## config.mk

```make
export PLATFORM = sky130hd
export DESIGN_NAME = instr_fetch_stage
export DESIGN_NICKNAME = d
export VERILOG_FILES = /design/src/rtl/instr_fetch_stage_pkg.sv /design/src/rtl/instr_fetch_stage_if_id_register.sv /design/src/rtl/instr_fetch_stage.sv
export SDC_FILE = /design/constraint.sdc
export NUM_CORES = 1
export LEC_CHECK = 0
export CAP_MARGIN = 20
export CORE_MARGIN = 3
export CORE_UTILIZATION = 31
export CTS_BUF_LIST = sky130_fd_sc_hd__clkbuf_4 sky130_fd_sc_hd__clkbuf_8 sky130_fd_sc_hd__clkbuf_16
export CTS_CLUSTER_SIZE = 8
export DETAILED_ROUTE_END_ITERATION = 7
export HOLD_SLACK_MARGIN = 0.1
export SYNTH_ARGS = -nofsm -noshare
export SYNTH_HDL_FRONTEND = slang
export SYNTH_SLANG_ARGS = --single-unit
```

## constraint.sdc

```tcl
create_clock -name clk -period 7.8 [get_ports clk]
set_input_delay 1.56 -clock clk [delete_from_list [all_inputs] [get_ports clk]]
set_output_delay 1.56 -clock clk [all_outputs]
set_load 0.03 [all_outputs]
```

## src/rtl/instr_fetch_stage_pkg.sv

```systemverilog
// Shared types and constants for the instruction fetch stage.
// Optional build macro: INSTR_FETCH_ALIGN_CHECK_EN (misaligned-redirect fault).
package instr_fetch_stage_pkg;

    // Fetch controller states
    typedef enum logic [1:0] {
        S_REQ,
        S_WAIT,
        S_HOLD,
        S_DROP
    } fetch_state_t;

    // Canonical no-op (addi x0, x0, 0) presented when IF/ID holds no instruction
    localparam logic [31:0] INSTR_NOP = 32'h0000_0013;

endpackage

```

## src/rtl/instr_fetch_stage_if_id_register.sv

```systemverilog
// IF/ID pipeline register: instruction, PC and a registered PC+4,
// with flush (highest priority), load, and hold-or-bubble behaviour.
module if_id_register
    import instr_fetch_stage_pkg::*;
#(
    parameter int unsigned WORD_SIZE = 32
) (
    input  logic                 clk,
    input  logic                 reset,
    input  logic                 flush,
    input  logic                 load,
    input  logic                 hold,
    input  logic [31:0]          load_instr,
    input  logic [WORD_SIZE-1:0] load_pc,
    output logic                 valid,
    output logic [31:0]          instr,
    output logic [WORD_SIZE-1:0] pc,
    output logic [WORD_SIZE-1:0] pc_plus4
);

    // Pipeline register update: flush, then load, then bubble unless held
    always_ff @(posedge clk or posedge reset) begin
        if (reset) begin
            valid    <= 1'b0;
            instr    <= INSTR_NOP;
            pc       <= '0;
            pc_plus4 <= WORD_SIZE'(4);
        end else if (flush) begin
            valid <= 1'b0;
            instr <= INSTR_NOP;
        end else if (load) begin
            valid    <= 1'b1;
            instr    <= load_instr;
            pc       <= load_pc;
            pc_plus4 <= load_pc + WORD_SIZE'(4);
        end else if (!hold) begin
            valid <= 1'b0;
            instr <= INSTR_NOP;
        end
    end

endmodule

```

## src/rtl/instr_fetch_stage.sv

```systemverilog
// Fetch stage: PC, single-outstanding instruction-memory request FSM,
// one-entry skid buffer for stalled responses, redirect/flush handling,
// and the IF/ID register feeding decode.
// Optional build macro: INSTR_FETCH_ALIGN_CHECK_EN -- misaligned redirect
// targets raise a sticky FetchFault and block all further requests.
module instr_fetch_stage
    import instr_fetch_stage_pkg::*;
#(
    parameter int unsigned           WORD_SIZE    = 32,
    parameter logic [WORD_SIZE-1:0]  RESET_VECTOR = '0
) (
    input  logic                 clk,
    input  logic                 reset,
    output logic                 IMemReqValid,
    input  logic                 IMemReqReady,
    output logic [WORD_SIZE-1:0] IMemAddr,
    input  logic                 IMemRspValid,
    input  logic [31:0]          IMemRspData,
    input  logic                 DecodeStall,
    input  logic                 Redirect,
    input  logic [WORD_SIZE-1:0] RedirectTarget,
    output logic                 IFIDValid,
    output logic [31:0]          IFIDInstr,
    output logic [WORD_SIZE-1:0] IFIDPC,
    output logic [WORD_SIZE-1:0] IFIDPCPlus4,
    output logic [6:0]           Opcode,
    output logic [2:0]           Funct3,
    output logic [6:0]           Funct7,
    output logic                 FetchFault
);

    fetch_state_t         state;
    logic [WORD_SIZE-1:0] pc;
    logic [WORD_SIZE-1:0] req_pc;
    logic [31:0]          skid_instr;
    logic                 skid_valid;
    logic                 fault;
    logic                 handshake;
    logic                 ifid_accept;
    logic                 ifid_load;
    logic [31:0]          ifid_load_instr;
    logic [WORD_SIZE-1:0] redirect_pc;

`ifdef INSTR_FETCH_ALIGN_CHECK_EN
    logic misaligned;
    assign misaligned  = |RedirectTarget[1:0];
    assign redirect_pc = RedirectTarget;
`else
    assign redirect_pc = RedirectTarget & ~{{(WORD_SIZE-2){1'b0}}, 2'b11};
    assign fault       = 1'b0;
`endif

    assign FetchFault   = fault;
    assign IMemAddr     = pc;
    assign IMemReqValid = (state == S_REQ) && !Redirect && !fault && !reset;
    assign handshake    = IMemReqValid && IMemReqReady;
    assign ifid_accept  = !IFIDValid || !DecodeStall;

    // IF/ID load: fresh response in S_WAIT or drained skid buffer in S_HOLD
    always_comb begin
        ifid_load       = 1'b0;
        ifid_load_instr = IMemRspData;
        if (!Redirect && ifid_accept) begin
            if (state == S_WAIT && IMemRspValid) begin
                ifid_load = 1'b1;
            end else if (state == S_HOLD && skid_valid) begin
                ifid_load       = 1'b1;
                ifid_load_instr = skid_instr;
            end
        end
    end

    // Fetch FSM, PC, skid buffer and fault flag; Redirect overrides everything
    always_ff @(posedge clk or posedge reset) begin
        if (reset) begin
            state      <= S_REQ;
            pc         <= RESET_VECTOR;
            req_pc     <= '0;
            skid_instr <= INSTR_NOP;
            skid_valid <= 1'b0;
`ifdef INSTR_FETCH_ALIGN_CHECK_EN
            fault      <= 1'b0;
`endif
        end else if (Redirect) begin
            skid_valid <= 1'b0;
`ifdef INSTR_FETCH_ALIGN_CHECK_EN
            if (misaligned) fault <= 1'b1;
            else            pc    <= redirect_pc;
`else
            pc <= redirect_pc;
`endif
            // A request still in flight must have its response swallowed
            if ((state == S_WAIT || state == S_DROP) && !IMemRspValid) state <= S_DROP;
            else                                                       state <= S_REQ;
        end else begin
            case (state)
                S_REQ: begin
                    if (handshake) begin
                        req_pc <= pc;
                        pc     <= pc + WORD_SIZE'(4);
                        state  <= S_WAIT;
                    end
                end
                S_WAIT: begin
                    if (IMemRspValid) begin
                        if (ifid_accept) begin
                            state <= S_REQ;
                        end else begin
                            skid_instr <= IMemRspData;
                            skid_valid <= 1'b1;
                            state      <= S_HOLD;
                        end
                    end
                end
                S_HOLD: begin
                    if (!DecodeStall) begin
                        skid_valid <= 1'b0;
                        state      <= S_REQ;
                    end
                end
                S_DROP: begin
                    if (IMemRspValid) state <= S_REQ;
                end
                default: state <= S_REQ;
            endcase
        end
    end

    if_id_register #(
        .WORD_SIZE (WORD_SIZE)
    ) u_if_id (
        .clk        (clk),
        .reset      (reset),
        .flush      (Redirect),
        .load       (ifid_load),
        .hold       (DecodeStall),
        .load_instr (ifid_load_instr),
        .load_pc    (req_pc),
        .valid      (IFIDValid),
        .instr      (IFIDInstr),
        .pc         (IFIDPC),
        .pc_plus4   (IFIDPCPlus4)
    );

    assign Opcode = IFIDInstr[6:0];
    assign Funct3 = IFIDInstr[14:12];
    assign Funct7 = IFIDInstr[31:25];

endmodule
```

* Word-level counts from Yosys, hierarchy flattened *
Index checks and enable logic that the tools add are counted.

cells by class
  add/subtract/negate cells = 2
  bitwise gates (word level) = 2
  reduce and logical (&&, ||, !) cells = 24
  muxes and demuxes = 27
  equal/unequal tests = 9

operator list
  operator                 number
  $mux W32                 9
  $add A32 B3 Y32 const B  2
  $ne A3 B3 Y1 const B     5
  $mux W2                  7
  $reduce_and A4 Y1        3
  $mux W1                  9
  $pmux W2 S4              1
  $logic_and A1 B1 Y1      7
  $logic_not A1 Y1         5
  $eq A2 B2 Y1 const B     2
  $reduce_and A2 Y1        2
  $reduce_bool A2 Y1       2
  $ne A3 B1 Y1 const B     1
  $reduce_and A3 Y1        1
  $reduce_bool A3 Y1       1
  $eq A2 B1 Y1 const B     1
  $logic_not A2 Y1         1
  $logic_or A1 B1 Y1       2
  $not A1 Y1               2
  $pmux W1 S2              1

storage, ports and cells
  logic and storage cells = 73
  output and inout bits = 148
  register bits = 196

* Longest topological paths before layout *
Gate-level depths: netlist (run 1).

  word-level depth = 7
  gate-level depth with buffers = 7
  depth with buffers taken out = 6

* Modules after synthesis *
Synthesis (run 1) repeated with hierarchy kept, for this count alone.

second synthesis, totals
  cell total of the unflattened synthesis = 886
  area, all modules = 8932.3 um2

by module, submodules not included
  module             instances  area each (um2)  cells an instance
  instr_fetch_stage  1          4735.8           469
  if_id_register     1          4196.5           417

* Worst setup path after synthesis (run 1) *
No wires, ideal clock.

  kind = in2out
  start = input port Redirect
  end = output port IMemReqValid
  arrival time = 2.286 ns
  setup slack = 3.954 ns
  data required time = 6.240 ns
  stages on the path = 2
  buffers on the path = 0
  path through = or4_4 > inv_2

between the ends
  cells in the longest elaborated chain, start to end = 3

ends and longest elaborated chain
  item                              RTL line                 RTL
  start: declaration                instr_fetch_stage.sv:20  input logic Redirect,
  $logic_not A1 Y1                  instr_fetch_stage.sv:55  assign IMemReqValid = (state == S_REQ) && !Redirect && !fault && !reset;
  $logic_and A1 B1 Y1 (2 in a row)  instr_fetch_stage.sv:55
  end: declaration                  instr_fetch_stage.sv:14  output logic IMemReqValid,

No other way between the ends.

* Worst setup path after layout (run 1) *
Same ends and word-level chain as after synthesis.

==> results of run 1 <==
==> final timing paths <==
path                                           start              endpoint  slack (ns)  cells past startpoint
worst max-delay path                        Redirect          IMemReqValid        2.58                      5
worst min-delay path            u_if_id.pc_plus4[12]  u_if_id.pc_plus4[12]        0.48                      2
worst max register to register              state[1]        u_if_id.pc[12]        5.29                      6
worst min register to register  u_if_id.pc_plus4[12]  u_if_id.pc_plus4[12]        0.48                      2
max in group asynchronous                      reset  u_if_id.pc_plus4[23]        4.70                      3
min in group asynchronous                      reset          IMemAddr[30]        1.77                      2
==> critical path, stage by stage <==
cell and delay, ns:
sky130_fd_sc_hd__clkdlybuf4s50_1 0.39, sky130_fd_sc_hd__buf_4 0.27, sky130_fd_sc_hd__or4_4 0.63, sky130_fd_sc_hd__inv_2 0.10
sky130_fd_sc_hd__clkdlybuf4s50_1 0.70
==> per-layer routing <==
layer | up-vias | track usage, % | share of wire [%]
li1 | 3142 | - | -
met1 | 3257 | 23.3 | 46
met2 | 171 | 24.8 | 47
met3 | 32 | 2.57 | 4.4
met4 | 0 | 6.72 | 2.6
met5 | - | 0 | 0
==> flip-flops by register name, indices dropped and copies added (netlist names) <==
name	count
req_pc	30
u_if_id.instr	32
state	2
IMemAddr	30
u_if_id.valid	1
u_if_id.pc	30
skid_valid	1
skid_instr	32
u_if_id.pc_plus4	30
==> area by class of cell <==
class	count	share of cell area, %
Clock inverter	11	1.37
Multi-Input combinational cell	509	29.1
Clock buffer	21	4.05
Sequential cell	188	41.4
Timing Repair Buffer	217	18.9
Antenna cell	1	0.0220
Inverter	44	1.52
Tap cell	341	3.74
==> stage by stage <==
step / hold WS, ns / area [um^2] / total power (W) / utilization, % / setup WS [ns]
final: 0.477 / 11400 / 0.00316 / 42.3 / 2.58
after global routing: 0.503 / 11400 / 0.00331 / 42.3 / 2.49
after CTS: 0.487 / 11400 / 0.00320 / 42.3 / 2.55
after detailed placement: 0.472 / 10800 / 0.00227 / 40.0 / 2.56
after global placement: 0.456 / 10800 / 0.00226 / 40.0 / 2.57
after floorplan: 0.452 / 8530 / 0.00183 / - / 1.14
==> Yosys cell counts (4+ instances only) <==
cell type                    n
sky130_fd_sc_hd__dfrtp_1   181
sky130_fd_sc_hd__and4_1      6
sky130_fd_sc_hd__o22ai_1     5
sky130_fd_sc_hd__nand3_1    23
sky130_fd_sc_hd__xor2_1     21
sky130_fd_sc_hd__o21ai_1     5
sky130_fd_sc_hd__nor2_1     24
sky130_fd_sc_hd__nor2b_1     4
sky130_fd_sc_hd__xnor2_1    14
sky130_fd_sc_hd__buf_2       8
sky130_fd_sc_hd__o211ai_1    6
sky130_fd_sc_hd__a21oi_1     7
sky130_fd_sc_hd__and3_1      8
sky130_fd_sc_hd__inv_1      42
sky130_fd_sc_hd__buf_4      26
sky130_fd_sc_hd__dfstp_2     7
sky130_fd_sc_hd__o21ai_0    51
sky130_fd_sc_hd__o311ai_0   15
sky130_fd_sc_hd__clkbuf_1   27
sky130_fd_sc_hd__nor3_1      4
sky130_fd_sc_hd__mux2_2     57
sky130_fd_sc_hd__nand4_1    17
sky130_fd_sc_hd__a222oi_1   29
sky130_fd_sc_hd__nand2_1   163
==> kinds of logic after synthesis <==
group	share of synthesized area, %
and+or+nand+nor	15.6
other	0.0441
buffers and inverters	6.03
DFF	55.4
AOI/OAI and AO/OA	10.9
adders and majority gates	0.294
muxes	8.06
xor gates and xnor gates	3.60
==> where the power goes <==
| part | switching (W) | internal (W) |
|---|---|---|
| clock | 0.000386 | 0.000529 |
| combinational | 0.000511 | 0.000395 |
| sequential | 0.000172 | 0.00116 |
| total | 0.00107 | 0.00209 |
==> insert_results.sql, run 1 <==
INSERT INTO impl_metrics (metric_group, metric, value, unit) VALUES
('place', 'gp_routability_congestion', '0.803', ''),
('clocking', 'cts_root_buffer', 'sky130_fd_sc_hd__clkbuf_16', ''),
('detailed_routing', 'dr.first_iter.drc_count', '591', ''),
('yosys', 'mappedNetlistArea', '0.00851', 'mm^2'),
('yosys', 'synth_top_cell_area_share', '53.2', '%'),
('clocking', 'clk_pin_slew_worst_paths', '0.07', 'ns'),
('place', 'io_buffer_count', '208', ''),
('clocking', 'clockBufferDepth', '2', ''),
('final_layout', 'fin_nets', '1049', ''),
('sta', 'grt_setup_unrepaired', 'no', ''),
('sta', 'finalSetupViolCount', '0', ''),
('setup_path', 'maximum_fanout_count_along_the_critical_path', '41', ''),
('yosys', 'synthesis.area_per_instance', '10.6', 'um^2'),
('setup_path', 'timing.critical_path.required', '6.24', 'ns'),
('yosys', 'ys_dominant_reg_cell', 'sky130_fd_sc_hd__dfrtp_1', ''),
('global_route', 'global_route_usage_over_all_layers', '16.3', '%'),
('place', 'dp_hpwl', '16700', 'um'),
('floorplanning', 'die_h', '172', 'um'),
('worst_hold_path', 'min-delay-path-class', 'reg2reg', ''),
('clocking', 'postCtsHoldBufs', '0', ''),
('sta', 'setup_total_negative_slack', '0', 'ns'),
('yosys', 'yosysWarningCount', '0', ''),
('yosys', 'netlist-cell-type-count', '56', ''),
('clocking', 'cts_resized', '0', ''),
('floorplanning', 'die_area', '0.0295', 'mm^2'),
('yosys', 'synth_top_area_cell', 'sky130_fd_sc_hd__dfrtp_1', ''),
('clocking', 'clock_latency', '0.43', 'ns'),
('yosys', 'number_of_flops_mapped_to_enable_cells_by_yosys', '0', ''),
('yosys', 'synthTopCellsByArea', 'sky130_fd_sc_hd__dfrtp_1 (53%), sky130_fd_sc_hd__mux2_2 (7.5%), sky130_fd_sc_hd__nand2_1 (7.2%)', ''),
('sta', 'final_cycle_share', '67.0', '%'),
('detailed_routing', 'detail_route.wirelength', '24200', 'um'),
('clocking', 'tritoncts.num_buffers', '17', ''),
('global_route', 'grt_pass1_wl', '37300', 'um'),
('yosys', 'synth.ff_latch_count', '188', ''),
('setup_path', 'cp.arrival', '3.66', 'ns'),
('clocking', 'tritoncts_clock_tree', 'yes', ''),
('clocking', 'post_cts.repair.setup_buffers', '0', ''),
('final_layout', 'ff_latch_area', '0.00471', 'mm^2'),
('floorplanning', 'floorplan.die.width', '172', 'um'),
('place', 'place_inst', '1299', ''),
('sta', 'final_hold_fails', '0', ''),
('yosys', 'sequential_fraction_of_the_synthesis_area', '55.4', '%'),
('clocking', 'number_of_levels_in_the_clock_h_tree', '4', ''),
('final_layout', 'area_overhead_vs_synth', '33.9', '%'),
('final_layout', 'final_cell_mix', 'sky130_fd_sc_hd__clkdlybuf4s50_1 (208), sky130_fd_sc_hd__dfrtp_1 (181), sky130_fd_sc_hd__nand2_1 (163)', ''),
('sta', 'max_slew.worst_pin.slew', '0.942', 'ns'),
('detailed_routing', 'remaining_drc_errors', '0', ''),
('global_route', 'grt_antenna_before_repair', '1', ''),
('clocking', 'clock_sinks', '188', ''),
('setup_path', 'worst_setup_path_end_kind', 'output pin', ''),
('detailed_routing', 'drt-vias-per-instance', '4.96', ''),
('yosys', 'post_synth_inst_count', '799', ''),
('setup_path', 'worst_setup_path_category', 'in2out', ''),
('power_and_ir_drop', 'max-vdd-ir-drop', '155', 'uV'),
('job', 'maxCapViolations', '0', ''),
('final_layout', 'layout.cells.non_filler', '1332', ''),
('sta', 'clock-skew-final', '0.0130', 'ns'),
('final_layout', 'most_common_cell_after_layout_fill_and_taps_aside', 'sky130_fd_sc_hd__clkdlybuf4s50_1', ''),
('detailed_routing', 'antenna_violation_net_count_after_detailed_routing', '0', ''),
('final_layout', 'drive_above_1_share', '12.1', '%'),
('floorplanning', 'boundaryPins', '218', ''),
('global_route', 'grt_start_max_net_pins', '128', ''),
('sta', 'period_needed', '5.22', 'ns'),
('power_and_ir_drop', 'p_leak', '5.14', 'nW'),
('global_route', 'grt_remaining_overflow', '0', ''),
('floorplanning', 'start_util', '31.6', '%'),
('floorplanning', 'floorplan.rows', '60', ''),
('floorplanning', 'floorplan.core_area', '0.0270', 'mm^2'),
('global_route', 'grt_pass1_vias', '6441', ''),
('sta', 'report.final.slew_viol_count', '0', ''),
('detailed_routing', 'dr_vias', '6602', ''),
('sta', 'slew_headroom', '37.2', '%'),
('detailed_routing', 'post_drt_wl_per_cell', '18.2', 'um'),
('status', 'run_status', 'complete, no violations', ''),
('final_layout', 'num-fill-cells', '2621', ''),
('power_and_ir_drop', 'power-per-cell-area', '277', 'mW/mm^2'),
('detailed_routing', 'drt_pre_antenna_iters', '7', ''),
('yosys', 'synth-async-reset-ratio', '100', '%'),
('sta', 'achievable-frequency', '0.191', 'GHz'),
('setup_path', 'critical_path.startpoint_type', 'primary input', ''),
('final_layout', 'multiInputGateArea', '0.00331', 'mm^2');
No activity file was read; power rests on OpenSTA's default activity.
==> run 2: changes to the inputs <==
==> constraint.sdc (replaced) <==
create_clock -name clk -period 4.5 [get_ports clk]
set_input_delay 0.9 -clock clk [delete_from_list [all_inputs] [get_ports clk]]
set_output_delay 0.9 -clock clk [all_outputs]
set_load 0.03 [all_outputs]
==> run 2 against run 1 <==
Compared with the run above: sequential share of layout area shrank 0.12 points; largest cell class unchanged; via count shrank 1.1%; cell count grew 0.30%; critical path depth shrank 1; clock power grew 65%; largest power group unchanged; utilization grew 0.12 points; cell area grew 0.29%; worst setup slack lost 1.2 ns.
==> insert_results.sql, run 2 (same netlist as run 1, synthesis figures left out) <==
INSERT INTO impl_metrics (metric_group, metric, value, unit) VALUES
('sta', 'period_needed', '3.15', 'ns'),
('detailed_routing', 'detail_route.wirelength', '23800', 'um'),
('setup_path', 'reg2regPathDepth', '5', ''),
('power_and_ir_drop', 'design_power_total', '0.00539', 'W'),
('worst_hold_path', 'min-delay-path-class', 'reg2reg', ''),
('clocking', 'tritoncts.num_buffers', '17', ''),
('floorplanning', 'boundaryPins', '218', ''),
('power_and_ir_drop', 'p_leak', '5.17', 'nW'),
('setup_path', 'crit-reg2reg-launch', 'state[0]', ''),
('detailed_routing', 'drt-vias-per-instance', '4.89', ''),
('setup_path', 'regToRegSetupSlack', '1.93', 'ns'),
('floorplanning', 'floorplan.rows', '60', ''),
('sta', 'achievable-frequency', '0.317', 'GHz'),
('final_layout', 'antenna_cells_inserted', '0', ''),
('final_layout', 'biggestRegsByFlops', 'skid_instr (32), u_if_id.instr (32)', ''),
('global_route', 'grt_pass1_wl', '37000', 'um'),
('global_route', 'met1_usage', '22.5', '%'),
('detailed_routing', 'antenna_violation_net_count_after_detailed_routing', '0', ''),
('clocking', 'clk_pin_slew_worst_paths', '0.07', 'ns'),
('setup_path', 'cp.arrival', '2.25', 'ns'),
('final_layout', 'num-fill-cells', '2551', ''),
('floorplanning', 'die_h', '172', 'um'),
('place', 'io_buffer_count', '208', ''),
('status', 'run_status', 'complete, no violations', ''),
('setup_path', 'critical_path.startpoint_type', 'primary input', ''),
('global_route', 'grt_remaining_overflow', '0', ''),
('worst_hold_path', 'hold_path_end', 'u_if_id.pc_plus4[4]', ''),
('detailed_routing', 'dr_vias', '6531', ''),
('clocking', 'clock_sinks', '188', ''),
('setup_path', 'maximum_fanout_count_along_the_critical_path', '4', ''),
('clocking', 'clockBufferDepth', '2', ''),
('setup_path', 'worst_setup_path_end_kind', 'output pin', ''),
('sta', 'final_hold_fails', '0', ''),
('global_route', 'highest_utilization_routing_layer_at_the_global_route_stage', 'met2', ''),
('sta', 'max_slew.worst_pin.slew', '0.864', 'ns'),
('final_layout', 'core_utilization_of_the_finished_layout', '42.4', '%'),
('global_route', 'grt.met2_usage', '25.5', '%'),
('final_layout', 'drive_above_1_share', '12.7', '%'),
('floorplanning', 'die_area', '0.0295', 'mm^2'),
('final_layout', 'layout.cells.non_filler', '1336', ''),
('clocking', 'number_of_levels_in_the_clock_h_tree', '4', ''),
('power_and_ir_drop', 'max-vdd-ir-drop', '265', 'uV'),
('final_layout', 'area_overhead_vs_synth', '34.3', '%'),
('detailed_routing', 'remaining_drc_errors', '0', ''),
('sta', 'clock-skew-final', '0.0120', 'ns'),
('global_route', 'grt_antenna_before_repair', '0', ''),
('detailed_routing', 'drt_pre_antenna_iters', '5', ''),
('final_layout', 'fin_nets', '1054', ''),
('setup_path', 'r2r_endpoint', 'IMemAddr[13]', ''),
('clocking', 'cts_root_buffer', 'sky130_fd_sc_hd__clkbuf_16', ''),
('sta', 'fin_hold_ws', '0.478', 'ns'),
('sta', 'finalSetupViolCount', '0', ''),
('sta', 'grt_setup_unrepaired', 'no', ''),
('job', 'maxCapViolations', '0', ''),
('clocking', 'clock_latency', '0.43', 'ns'),
('floorplanning', 'start_util', '31.6', '%'),
('clocking', 'tritoncts_clock_tree', 'yes', ''),
('clocking', 'postCtsHoldBufs', '0', ''),
('floorplanning', 'floorplan.die.width', '172', 'um'),
('sta', 'report.final.slew_viol_count', '0', ''),
('place', 'dp_hpwl', '17100', 'um'),
('final_layout', 'most_common_cell_after_layout_fill_and_taps_aside', 'sky130_fd_sc_hd__clkdlybuf4s50_1', ''),
('setup_path', 'worst_setup_path_category', 'in2out', ''),
('worst_hold_path', 'timing.hold.worst.start', 'u_if_id.pc_plus4[4]', ''),
('detailed_routing', 'post_drt_wl_per_cell', '17.8', 'um'),
('clocking', 'post_cts.repair.setup_buffers', '0', ''),
('place', 'gp_routability_congestion', '0.810', ''),
('detailed_routing', 'dr.first_iter.drc_count', '502', ''),
('sta', 'final_cycle_share', '70.0', '%'),
('floorplanning', 'floorplan.core_area', '0.0270', 'mm^2'),
('power_and_ir_drop', 'power-per-cell-area', '472', 'mW/mm^2'),
('place', 'place_inst', '1304', ''),
('global_route', 'grt_pass1_vias', '6401', ''),
('global_route', 'grtUsageMet3', '3.08', '%'),
('worst_hold_path', 'worst_hold_path_stage_count', '2', ''),
('setup_path', 'timing.critical_path.required', '3.60', 'ns'),
('global_route', 'global_route_usage_over_all_layers', '16.1', '%'),
('final_layout', 'final_cell_mix', 'sky130_fd_sc_hd__clkdlybuf4s50_1 (207), sky130_fd_sc_hd__dfrtp_1 (181), sky130_fd_sc_hd__nand2_1 (163)', ''),
('global_route', 'grt_start_max_net_pins', '94', ''),
('clocking', 'cts_resized', '0', ''),
('sta', 'slew_headroom', '41.9', '%'),
('sta', 'setup_total_negative_slack', '0', 'ns');
-- run 2: cell types whose count changed in the layout (fill, tap and decap cells not counted) --
cell / previous run / this run
sky130_fd_sc_hd__clkinv_2: 0 / 1
sky130_fd_sc_hd__clkinvlp_4: 3 / 2
sky130_fd_sc_hd__buf_12: 0 / 3
sky130_fd_sc_hd__diode_2: 1 / 0
sky130_fd_sc_hd__clkbuf_8: 1 / 2
sky130_fd_sc_hd__bufinv_16: 3 / 1
sky130_fd_sc_hd__buf_4: 9 / 12
sky130_fd_sc_hd__clkdlybuf4s50_1: 208 / 207
sky130_fd_sc_hd__inv_6: 4 / 7
sky130_fd_sc_hd__clkbuf_4: 3 / 1
-- run 2: worst max-delay path by stage --
stage / startpoint / endpoint / cells after the start
floorplan: reset / IMemAddr[10] / 1
global placement: Redirect / IMemAddr[15] / 6
detailed placement: Redirect / IMemAddr[23] / 6
CTS: Redirect / IMemReqValid / 4
global route: Redirect / IMemAddr[23] / 6
finish: Redirect / IMemReqValid / 4
-- run 2: per-stage QoR --
step	setup WS [ns]	instance area, um^2
after floorplan	1.19	8530
after global placement	0.962	10800
after detailed placement	0.944	10800
after CTS	1.35	11400
after global routing	1.19	11400
final	1.35	11400
-- run 2: power by group --
group	internal, W	leakage [nW]	total (W)	switching (W)
Combinational	0.000692	2.44	0.00158	0.000888
Sequential	0.00201	2.44	0.00231	0.000294
Clock	0.000817	0.289	0.00151	0.000691
-- run 2: area by class of cell --
cell class | count | area (um^2) | share of cell area (%)
clock buffer | 20 | 460 | 4.03
clock inverter | 12 | 124 | 1.08
inverter | 44 | 169 | 1.48
multi-input combinational | 509 | 3310 | 29.0
sequential | 188 | 4710 | 41.2
tap | 341 | 427 | 3.73
timing repair buffer | 222 | 2220 | 19.4
-- run 2: critical path: stages --
cell and delay, ns:
sky130_fd_sc_hd__clkdlybuf4s50_1 0.48, sky130_fd_sc_hd__or4_4 0.60, sky130_fd_sc_hd__inv_2 0.14, sky130_fd_sc_hd__buf_12 0.13
-- run 2: routing by layer --
metal	vias up	wire length [um]
li1	3173	-
met1	3179	11100
met2	151	11300
met3	28	955
met4	0	488
met5	-	0
